$ cat src/rtl/axi4_lite_pkg.sv
// Shared types for the AXI4-Lite register-file responder: response codes,
// FSM state encodings and default geometry.
package axi4_lite_pkg;

    localparam int unsigned ADDR_W_DEF   = 8;
    localparam int unsigned DATA_W_DEF   = 32;
    localparam int unsigned NUM_REGS_DEF = 16;
    localparam logic [31:0] ID_VALUE_DEF = 32'hA11E_0001;

    typedef enum logic [1:0] {
        OKAY   = 2'b00,
        SLVERR = 2'b10
    } resp_t;

    typedef enum logic {
        WR_IDLE,
        WR_RESP
    } wr_state_t;

    typedef enum logic {
        RD_IDLE,
        RD_DATA
    } rd_state_t;

    function automatic resp_t hit_to_resp(input logic hit);
        return hit ? OKAY : SLVERR;
    endfunction

endpackage

$ cat src/rtl/axi4_lite_reg_bank.sv
// Word register storage with strobe-merge write port, read mux, read-only ID
// word at index 0 and a per-port decode hit.
module axi4_lite_reg_bank
    import axi4_lite_pkg::*;
#(
    parameter  int unsigned ADDR_W   = ADDR_W_DEF,
    parameter  int unsigned DATA_W   = DATA_W_DEF,
    parameter  int unsigned NUM_REGS = NUM_REGS_DEF,
    parameter  logic [31:0] ID_VALUE = ID_VALUE_DEF,
    localparam int unsigned STRB_W   = DATA_W / 8
) (
    input  logic              clk,
    input  logic              rst,
    input  logic              wr_en,
    input  logic [ADDR_W-1:0] wr_addr,
    input  logic [DATA_W-1:0] wr_data,
    input  logic [STRB_W-1:0] wr_strb,
    output logic              wr_hit_c,
    input  logic [ADDR_W-1:0] rd_addr,
    output logic [DATA_W-1:0] rd_data_c,
    output logic              rd_hit_c
);

    localparam int unsigned IDX_W = $clog2(NUM_REGS);
    localparam int unsigned LIMIT = NUM_REGS * 4;

    logic [DATA_W-1:0] mem [NUM_REGS];
    logic [IDX_W-1:0]  wr_idx;
    logic [IDX_W-1:0]  rd_idx;
    logic              wr_in_range;

    assign wr_idx      = wr_addr[IDX_W+1:2];
    assign rd_idx      = rd_addr[IDX_W+1:2];
    assign wr_in_range = 32'(wr_addr) < LIMIT;
    assign rd_hit_c    = 32'(rd_addr) < LIMIT;

    // Index 0 is the ID word, so it is never a write target.
    assign wr_hit_c = wr_in_range && (wr_idx != '0);

    always_comb begin
        rd_data_c = '0;
        if (rd_hit_c) begin
            if (rd_idx == '0) begin
                rd_data_c = DATA_W'(ID_VALUE);
            end else begin
                rd_data_c = mem[rd_idx];
            end
        end
    end

    always_ff @(posedge clk or posedge rst) begin
        if (rst) begin
            for (int i = 0; i < int'(NUM_REGS); i++) begin
                mem[i] <= '0;
            end
        end else if (wr_en && wr_hit_c) begin
            for (int b = 0; b < int'(STRB_W); b++) begin
                if (wr_strb[b]) begin
                    mem[wr_idx][8*b +: 8] <= wr_data[8*b +: 8];
                end
            end
        end
    end

endmodule

$ cat src/rtl/axi4_lite_regfile_slave.sv
// AXI4-Lite responder over a small register bank: independent write and read
// FSMs, AW/W accepted in any order, registered handshake outputs.
module axi4_lite_regfile_slave
    import axi4_lite_pkg::*;
#(
    parameter  int unsigned ADDR_W   = ADDR_W_DEF,
    parameter  int unsigned DATA_W   = DATA_W_DEF,
    parameter  int unsigned NUM_REGS = NUM_REGS_DEF,
    parameter  logic [31:0] ID_VALUE = ID_VALUE_DEF,
    localparam int unsigned STRB_W   = DATA_W / 8
) (
    input  logic              ACLK,
    input  logic              ARESET,
    input  logic [ADDR_W-1:0] AWADDR,
    input  logic              AWVALID,
    output logic              AWREADY,
    input  logic [DATA_W-1:0] WDATA,
    input  logic [STRB_W-1:0] WSTRB,
    input  logic              WVALID,
    output logic              WREADY,
    output logic [1:0]        BRESP,
    output logic              BVALID,
    input  logic              BREADY,
    input  logic [ADDR_W-1:0] ARADDR,
    input  logic              ARVALID,
    output logic              ARREADY,
    output logic [DATA_W-1:0] RDATA,
    output logic [1:0]        RRESP,
    output logic              RVALID,
    input  logic              RREADY
);

    wr_state_t         wr_state;
    rd_state_t         rd_state;
    logic              aw_held;
    logic              w_held;
    logic [ADDR_W-1:0] aw_addr;
    logic [DATA_W-1:0] w_data;
    logic [STRB_W-1:0] w_strb;

    logic              aw_fire;
    logic              w_fire;
    logic              ar_fire;
    logic              wr_commit;
    logic [ADDR_W-1:0] wr_addr_mux;
    logic [DATA_W-1:0] wr_data_mux;
    logic [STRB_W-1:0] wr_strb_mux;
    logic              wr_hit_c;
    logic              rd_hit_c;
    logic [DATA_W-1:0] rd_data_c;

    assign aw_fire = AWVALID && AWREADY;
    assign w_fire  = WVALID && WREADY;
    assign ar_fire = ARVALID && ARREADY;

    // A channel accepted earlier comes from its latch, otherwise straight from the bus.
    assign wr_addr_mux = aw_held ? aw_addr : AWADDR;
    assign wr_data_mux = w_held  ? w_data  : WDATA;
    assign wr_strb_mux = w_held  ? w_strb  : WSTRB;
    assign wr_commit   = (wr_state == WR_IDLE) && (aw_held || aw_fire) && (w_held || w_fire);

    axi4_lite_reg_bank #(
        .ADDR_W  (ADDR_W),
        .DATA_W  (DATA_W),
        .NUM_REGS(NUM_REGS),
        .ID_VALUE(ID_VALUE)
    ) u_bank (
        .clk      (ACLK),
        .rst      (ARESET),
        .wr_en    (wr_commit),
        .wr_addr  (wr_addr_mux),
        .wr_data  (wr_data_mux),
        .wr_strb  (wr_strb_mux),
        .wr_hit_c (wr_hit_c),
        .rd_addr  (ARADDR),
        .rd_data_c(rd_data_c),
        .rd_hit_c (rd_hit_c)
    );

    // Write path: collect AW and W, commit once both are present, hold B until taken.
    always_ff @(posedge ACLK or posedge ARESET) begin
        if (ARESET) begin
            wr_state <= WR_IDLE;
            aw_held  <= 1'b0;
            w_held   <= 1'b0;
            aw_addr  <= '0;
            w_data   <= '0;
            w_strb   <= '0;
            AWREADY  <= 1'b0;
            WREADY   <= 1'b0;
            BVALID   <= 1'b0;
            BRESP    <= 2'b00;
        end else begin
            case (wr_state)
                WR_IDLE: begin
                    if (aw_fire) begin
                        aw_held <= 1'b1;
                        aw_addr <= AWADDR;
                    end
                    if (w_fire) begin
                        w_held <= 1'b1;
                        w_data <= WDATA;
                        w_strb <= WSTRB;
                    end
                    if (wr_commit) begin
                        aw_held  <= 1'b0;
                        w_held   <= 1'b0;
                        AWREADY  <= 1'b0;
                        WREADY   <= 1'b0;
                        BVALID   <= 1'b1;
                        BRESP    <= 2'(hit_to_resp(wr_hit_c));
                        wr_state <= WR_RESP;
                    end else begin
                        AWREADY <= !(aw_held || aw_fire);
                        WREADY  <= !(w_held || w_fire);
                    end
                end
                WR_RESP: begin
                    if (BREADY) begin
                        BVALID   <= 1'b0;
                        AWREADY  <= 1'b1;
                        WREADY   <= 1'b1;
                        wr_state <= WR_IDLE;
                    end
                end
                default: wr_state <= WR_IDLE;
            endcase
        end
    end

    // Read path: one-cycle lookup, RDATA/RRESP held until RREADY and kept afterwards.
    always_ff @(posedge ACLK or posedge ARESET) begin
        if (ARESET) begin
            rd_state <= RD_IDLE;
            ARREADY  <= 1'b0;
            RVALID   <= 1'b0;
            RDATA    <= '0;
            RRESP    <= 2'b00;
        end else begin
            case (rd_state)
                RD_IDLE: begin
                    if (ar_fire) begin
                        RDATA    <= rd_data_c;
                        RRESP    <= 2'(hit_to_resp(rd_hit_c));
                        RVALID   <= 1'b1;
                        ARREADY  <= 1'b0;
                        rd_state <= RD_DATA;
                    end else begin
                        ARREADY <= 1'b1;
                    end
                end
                RD_DATA: begin
                    if (RREADY) begin
                        RVALID   <= 1'b0;
                        ARREADY  <= 1'b1;
                        rd_state <= RD_IDLE;
                    end
                end
                default: rd_state <= RD_IDLE;
            endcase
        end
    end

endmodule

$ cat config.mk
export PLATFORM = sky130hd
export DESIGN_NAME = axi4_lite_regfile_slave
export DESIGN_NICKNAME = d
export VERILOG_FILES = /design/src/rtl/axi4_lite_pkg.sv /design/src/rtl/axi4_lite_reg_bank.sv /design/src/rtl/axi4_lite_regfile_slave.sv
export SDC_FILE = /design/constraint.sdc
export NUM_CORES = 1
export LEC_CHECK = 0
export ABC_AREA = 1
export ABC_CLOCK_PERIOD_IN_PS = 21000
export BUFFER_PORTS_ARGS = -buffer_cell sky130_fd_sc_hd__buf_2
export CORE_MARGIN = 2
export CORE_UTILIZATION = 50
export DETAILED_ROUTE_END_ITERATION = 10
export PLACE_DENSITY = 0.63
export SYNTH_ARGS = -nofsm -noshare
export SYNTH_HDL_FRONTEND = slang
export SYNTH_SLANG_ARGS = --single-unit
$ cat constraint.sdc
create_clock -name ACLK -period 21 [get_ports ACLK]
set_input_delay 0 -clock ACLK [delete_from_list [all_inputs] [get_ports ACLK]]
set_output_delay 0 -clock ACLK [all_outputs]
set_load 0.03 [all_outputs]
==> results of run 1 <==
-- metrics by stage --
stage	worst slack (ns)	instances
floorplan	4.432	3756
global placement	17.59	4373
detailed placement	17.53	4373
CTS	17.49	4543
global route	17.17	4543
finish	17.37	4543
-- placed cells by master (no fill, tap or decap), types with 10 or more instances in the layout --
cell type / instances
sky130_fd_sc_hd__o21ai_2: 17
sky130_fd_sc_hd__clkbuf_1: 14
sky130_fd_sc_hd__clkbuf_8: 21
sky130_fd_sc_hd__nand4_1: 429
sky130_fd_sc_hd__nor2_2: 10
sky130_fd_sc_hd__buf_4: 60
sky130_fd_sc_hd__o21ai_1: 21
sky130_fd_sc_hd__o211ai_1: 24
sky130_fd_sc_hd__a21oi_1: 33
sky130_fd_sc_hd__nand2_1: 1578
sky130_fd_sc_hd__nor3_1: 11
sky130_fd_sc_hd__clkinv_2: 12
sky130_fd_sc_hd__nand3_1: 215
sky130_fd_sc_hd__inv_1: 114
sky130_fd_sc_hd__nand3_4: 50
sky130_fd_sc_hd__dlygate4sd3_1: 51
sky130_fd_sc_hd__buf_2: 92
sky130_fd_sc_hd__o21ai_0: 190
sky130_fd_sc_hd__dfrtp_1: 591
sky130_fd_sc_hd__clkbuf_16: 71
sky130_fd_sc_hd__nor2_1: 107
-- per-layer routing --
layer	vias up	wire [um]	share of wire, %	track usage [%]
met1	12860	38870	43	41.80
met5	-	0	0	0
met2	1048	41850	47	47.36
met4	0	2552	2.8	10.29
li1	12420	-	-	-
met3	166	6580	7.3	5.104
-- logic make-up (layout without fill, tap and decap cells) --
| family | after synthesis | after routing | share of synthesized area (%) |
|---|---|---|---|
| simple gates | 2436 | 2436 | 38.32 |
| flops | 592 | 592 | 49.97 |
| buf+inv | 437 | 451 | 6.427 |
| compound gates | 289 | 289 | 5.267 |
| other cells | 1 | 2 | 0.01265 |
-- synthesized netlist by cell type, drive strengths merged, types with 2 or more instances --
cell type     n
nor3         11
a21oi        33
clkbuf      195
nand3b        3
nand2      1586
nand3       270
and2          8
o211ai       24
nor2        127
or2           2
buf         118
dfrtp       592
nand4       429
inv         123
o21ai       231
-- critical path: cells and delay by family (launching register included) --
kind	cells	cell delay, ns
flops	1	0.42
buf+inv	3	0.95
compound gates	1	0.28
simple gates	6	1.43
-- final cells by class --
type	instances	area, sq um
clock inverters	14	76.32
fillers	5388	25840
multi-input cells	2727	13000
flip-flops and latches	592	14820
repair buffers	208	1515
clock buffers	105	2105
inverters	124	478.0
well taps	773	967.2
-- power breakdown --
group,switching [mW],leakage [nW],internal (mW)
Combinational,0.853,7.15,0.260
Clock,0.474,1.09,0.687
Sequential,0.135,8.01,1.39
Total,1.46,16.2,2.34
-- state kept, by name, summed over array words and instances (netlist names), 4 cells and up --
| signal | cells |
|---|---|
| u_bank.mem | 507 |
| RDATA | 32 |
| w_data | 32 |
| aw_addr | 6 |
| w_strb | 4 |
-- path summary, 6_finish.rpt --
kind,endpoint,from,depth (start not counted)
worst max-delay path,u_bank.mem[70],wr_state,10
worst min-delay path,rd_state,ARESET,3
worst max register to register,u_bank.mem[70],wr_state,10
worst min register to register,u_bank.mem[494],u_bank.mem[494],0
max in group asynchronous,w_data[10],ARESET,5
min in group ACLK,w_strb[3],WVALID,5
==> run summary, run 1 <==
The run finished with clean final reports. The clock tree root driver cell is sky130_fd_sc_hd__clkbuf_16. The signal on the critical path passes through inv_2 > nand3_2 > buf_4 > o21ai_1 > nand3_2 > nor2_8 > buf_12 > nand3_2 > nand2_1 > nand2_1. Across the run, the number of max-cap violations was 0. The biggest area contributor in the post-synthesis netlist is sky130_fd_sc_hd__dfrtp_1. The number of nets in the finished design came out at 3,780. Power spread over the standard cell area amounts to 115.2 mW/mm^2.

The overall global routing resource usage came out at 29.93%. The worst setup path is captured at a register. The number of failing setup endpoints in the final timing report came out at 0. The overall via count from detail_route came out at 26,500.

Cells with a size suffix above 1 make up 9.973% of the layout. The number of port buffers came out at 93. Entering global routing, the biggest net connects 187 pins. The detail route stage leaves a number of antenna-violating nets equal to 0. The worst hold slack is 0.07920 ns. The required arrival time at the worst endpoint is 21.47 ns. The number of antenna violations at the first check in global routing came to 0. The number of enable-type register cells in the synthesized netlist came out at 0. The worst setup path is launched from a register. The initial DRC count is 3,149. In the routed design, unresolved DRC markers number 0. For this run, the register share of the synthesized area comes to 49.97%. The row count came out at 89. The area added between synthesis and finish is 11.18%.

Post-CTS timing repair inserted 0 buffers for setup. The post-synthesis register bit count is 592. IR analysis of the VDD net gives a maximum drop of 0.1218 mV. The share of async-settable or async-resettable flops after synthesis came out at 100.0%. The post-CTS clock slew at the launch and capture registers of the worst setup and hold paths is 0.06 ns.

The die width is 247.5 um. Synthesis instantiated 34 different standard cells from the library. The post-route clock period utilization is 17.27%. The final global-route overflow total is 0. For the finished layout, the period the worst path requires is 3.627 ns. The classification of the worst-slack hold path is primary input to async pin. The critical path's most frequent cell is sky130_fd_sc_hd__nand3_2. The repair_antennas step left the layout with diodes totalling 0. The routability congestion estimate from global placement came out at 0.8321. In this run the number of H-tree levels came out at 3.

The final max-slew violation count came out at 0. The top achievable clock speed is 275.7 MHz. The vertical die dimension is 247.5 um. The longest clock path from root to sink contains 3 buffers. Once the floorplan was initialized, standard cells occupied 50.42% of the core. The quantity of gates resized following cts came out at 0. The total CTS buffers came out at 68.

The average wire length per cell after detail routing came out at 19.78 um. The top cell type's share of synthesized area came out at 49.97%. The worst relative slew slack is 19.01%. The number of warnings printed during yosys synthesis is 0.

After synthesis, the cell types taking the most area are sky130_fd_sc_hd__dfrtp_1 (50%), sky130_fd_sc_hd__nand2_1 (20%), sky130_fd_sc_hd__nand4_1 (9.1%). Setup repair after global routing left no endpoint under its margin. The cell with the largest stage delay on the worst path is sky130_fd_sc_hd__nor2_8. The die area is 0.06126 sq mm. The post-route cell area came out at 0.03296 sq mm. In the synthesized netlist the dominant register cell turns out to be sky130_fd_sc_hd__dfrtp_1. The clock net in this run drives a total of 592 sinks. After detailed routing, the total wire length is 89.86 mm.

The placeable core region came out at 0.05880 sq mm. At the pin with the least slew margin, the transition time is 1.215 ns. The critical path's largest stage delay came out at 0.56 ns. The insertion delay to the later sink of the worst-skew pair came out at 0.59 ns. The final setup TNS is 0 ns. The via count of the first global-routing pass is 25,250.

Of all nets on the critical path, the largest fanout is 186. The number of iterations in the first detailed-routing pass came out at 6. The average cell area after synthesis is 7.895 sq um. The synthesized netlist cell count is 3,755. The cell area that synthesis handed to floorplanning was 0.02965 sq mm. The setup clock skew after layout is 0.01589 ns. Once placement finished, the instance area stood at 0.03027 sq mm. Summed over all nets, the half-perimeter wirelength after detailed placement is 51.78 mm.

The first-pass GRT wire length is 143.3 mm. The number of hold buffers added after CTS came out at 51. The critical path in this run is classified as register to register. The via-per-instance ratio came out at 5.833. The utilization of the core after routing came out at 56.06%. TritonCTS built the clock tree. In this run the register-to-register setup slack is 17.37 ns. The static leakage came out at 16.24 nW. The count of endpoints failing hold in the final timing report was 0. The overall power after layout is 3.798 mW. The number of I/O pins came out at 100. At the worst endpoint, the arrival time is 4.09 ns.
(Power assumes the default switching activity.)
==> run 2, diff against run 1 <==
--- a/config.mk
+++ b/config.mk
@@ -6,12 +6,12 @@
 export NUM_CORES = 1
 export LEC_CHECK = 0
 export ABC_AREA = 1
-export ABC_CLOCK_PERIOD_IN_PS = 21000
+export ABC_CLOCK_PERIOD_IN_PS = 3160
 export BUFFER_PORTS_ARGS = -buffer_cell sky130_fd_sc_hd__buf_2
 export CORE_MARGIN = 2
 export CORE_UTILIZATION = 50
 export DETAILED_ROUTE_END_ITERATION = 10
-export PLACE_DENSITY = 0.63
+export PLACE_DENSITY = 0.66
 export SYNTH_ARGS = -nofsm -noshare
 export SYNTH_HDL_FRONTEND = slang
 export SYNTH_SLANG_ARGS = --single-unit
==> constraint.sdc (replaced) <==
create_clock -name ACLK -period 3.16 [get_ports ACLK]
set_input_delay 0 -clock ACLK [delete_from_list [all_inputs] [get_ports ACLK]]
set_output_delay 0 -clock ACLK [all_outputs]
set_load 0.03 [all_outputs]
==> run 2 against run 1 <==
Critical path depth is 3 lower. Utilization rose by 1.4 points. Largest power group unchanged. Sequential power increased to 6.6 times the previous value. Maximum frequency up 38%. Sequential share of layout area down 1.1 points. Highest routed layer unchanged. Via count down 0.40%. Largest cell class unchanged. Power grew to 6.7 times the previous value. Global-route usage shrank 1.3 points. Critical endpoint is now u_bank.mem[124].
==> run summary, run 2 (same netlist as run 1, synthesis figures left out) <==
The insertion delay to the later sink of the worst-skew pair was 0.60 ns (about the same). The final max-slew violation count is 0 (unchanged). The number of flip-flops in the largest register came out at 507 (unchanged). The number of hold buffers added after CTS came out at 53 (+3.9%). The largest driver fanout on the critical path came out at 27 (-85%). The row count came out at 89 (unchanged). The pin slew with the least headroom to its limit came out at 1.050 ns (-0.1650 ns). The number of I/O pins was 100 (unchanged). The clock net sink count is 592 (unchanged). The count of endpoints failing hold in the final timing report came out at 0 (unchanged). The post-route clock period utilization came out at 83.13% (+66 points). The overall via count from detail_route was 26,400 (-0.40%).

The number of port buffers came out at 93 (unchanged). The register with the most flip-flops in the final layout is u_bank.mem. The vertical die dimension came out at 247.5 um (unchanged). The arrival time of data at the critical path endpoint came to 3.12 ns (-0.97 ns).

The worst setup path is captured at a register. The DRC violation count after routing came out at 0 (unchanged). The required arrival time at the worst endpoint came to 3.65 ns (-17.82 ns). The final worst-path setup slack was 0.5331 ns (-16.84 ns).

The top achievable clock speed is 380.7 MHz (+38%). The via-per-instance ratio came to 5.717 (-2.0%). The utilization of the core after routing is 57.42% (+1.4 points). The setup clock skew after layout is 0.02020 ns (+0.004310 ns). The overall global routing resource usage came to 28.68% (-1.3 points). The number of nets in the finished design was 3,854 (+2.0%). The number of antenna violations at the first check in global routing came out at 1 (+1). The worst hold slack came out at 0.07155 ns (-0.007646 ns). The post-detailed-route count of antenna-violating nets came out at 0 (unchanged). The worst hold path was traced through 6 stages.

The placeable core region is 0.05880 sq mm (unchanged). The setup path with the least slack is of type register to register. The number of max-cap violations was 0 (unchanged). The classification of the worst-slack hold path is primary input to register. The library cells used most frequently in the layout, excluding fill and tap cells, are sky130_fd_sc_hd__nand2_1 (1,578), sky130_fd_sc_hd__dfrtp_1 (591), sky130_fd_sc_hd__nand4_1 (429), sky130_fd_sc_hd__nand3_1 (215), sky130_fd_sc_hd__o21ai_0 (190).

The half-perimeter wire length of the detailed placement result is 54.05 mm (+4.4%). The worst-case clock buffer depth came out at 3 (unchanged). The power per unit of standard cell area is 758.1 mW/mm^2 (+560%). The number of H-tree levels is 3 (unchanged). The number of iterations in the first detailed-routing pass is 5 (-1). The cell count of the worst reg-to-reg path came out at 7 (-3). The effective utilization at floorplan came out at 50.42% (unchanged). Relative to the synthesized area, the layout overhead comes to 13.88%. The maximum vdd drop is 0.4843 mV (+300%). Leaving out fill and tap cells, the most frequent cell in the layout is sky130_fd_sc_hd__nand2_1.

The die width came out at 247.5 um (unchanged). The pin count of the biggest net entering global routing is 87 (-53%). The static leakage is 16.66 nW (+2.6%). The average wire length per cell after detail routing came out at 18.85 um (-4.7%). The via count of the first global-routing pass is 24,450 (-3.2%). The largest registers in the layout are u_bank.mem (507), RDATA (32), w_data (32). The area of combinational cells with multiple inputs was 0.01296 sq mm (-0.35%). The number of failing setup endpoints in the final timing report is 0 (unchanged). The non-filler instance count after layout is 4,617 (+1.6%).

The post-CTS clock slew at the launch and capture registers of the worst setup and hold paths is 0.06 ns (about the same). Setup repair after global routing left no endpoint under its margin. The routability congestion estimate from global placement came out at 0.8142 (-2.2%). The final setup TNS is 0 ns (unchanged). The count of antenna diodes in the layout came out at 0 (unchanged). The minimum setup slack after placement is 0.5488 ns (-16.98 ns). The aggregate routed wire length is 87.03 mm (-3.2%). The cell total after placement is 4,446 (+1.7%). The flow ran to the end, and the final reports show no timing, DRC or antenna violations. The initial DRC count came out at 2,762 (-12%). The proportion of layout cells with a drive suffix above 1 came out at 11.13% (+1.2 points). The worst setup path is launched from a register. The final period demand of the worst path is 2.627 ns (-1.000 ns).

The quantity of gates resized following cts is 0 (unchanged). The final global-route overflow total came out at 0 (unchanged). The first-pass GRT wire length is 138.2 mm (-3.6%).

The final-layout fill cell count is 5,446 (+1.1%). The die area is 0.06126 sq mm (unchanged). The total CTS buffers is 67 (-1.5%). The cell sitting at the root of the clock tree is a sky130_fd_sc_hd__clkbuf_16. The worst relative slew slack came out at 29.54% (+11 points).

TritonCTS built the clock tree. The number of post-CTS setup repair buffers came out at 0 (unchanged). The combined flip-flop and latch cell area is 0.01482 sq mm (unchanged).
## run 2: cell types whose count changed in the layout (fill, tap and decap cells not counted), sizes merged
cell / change
buf: +73
clkinv: -6
clkbuf: +3
bufinv: +2
dlygate4sd3: +2
## run 2: layer usage
layer | share of wire [%] | routed length (um) | vias to the layer above | global-route usage, %
met3 | 8.6 | 7524 | 130 | 5.980
met4 | 2.1 | 1845 | 0 | 8.031
met2 | 43 | 37620 | 1016 | 41.68
met1 | 46 | 40040 | 12690 | 43.24
met5 | 0 | 0 | - | 0
li1 | - | - | 12560 | -
## run 2: critical path: stages (launching register included)
cell and delay, ns:
sky130_fd_sc_hd__dfrtp_2 0.59, sky130_fd_sc_hd__inv_2 0.06, sky130_fd_sc_hd__o21ai_1 0.28, sky130_fd_sc_hd__nand3_2 0.20
sky130_fd_sc_hd__nor2_8 0.22, sky130_fd_sc_hd__buf_4 0.35, sky130_fd_sc_hd__nand2_1 0.45, sky130_fd_sc_hd__o21ai_0 0.35
## run 2: per-stage QoR
stage | power (mW) | instance area (sq um)
2_1_floorplan | 15.24 | 29650
3_3_place_gp | 17.62 | 31080
3_5_place_dp | 17.75 | 31080
4_1_cts | 25.57 | 33760
5_1_grt | 26.97 | 33760
6_report | 25.60 | 33760
## run 2: layout make-up
cell class	instances	share of cell area (%)
Clock buffer	108	6.052
Clock inverter	10	0.3187
Inverter	124	1.405
Multi-Input combinational cell	2727	38.38
Sequential cell	592	43.88
Tap cell	773	2.865
Timing Repair Buffer	283	7.097
## run 2: where the power goes
group / total, mW / switching [mW] / leakage [nW] / internal [mW]
clock: 7.73 / 3.15 / 1.06 / 4.58
combinational: 7.72 / 5.60 / 7.60 / 2.12
sequential: 10.1 / 0.915 / 8.01 / 9.23
total: 25.6 / 9.67 / 16.7 / 15.9
## run 2: worst paths after layout
check	from	to	slack, ns
max reg2reg	w_held	u_bank.mem[124]	0.53
min	ARADDR[7]	RDATA[30]	0.07
max	w_held	u_bank.mem[124]	0.53
max in group asynchronous	ARESET	u_bank.mem[239]	2.04
min in group asynchronous	ARESET	u_bank.mem[442]	0.15
min reg2reg	u_bank.mem[502]	u_bank.mem[502]	0.38
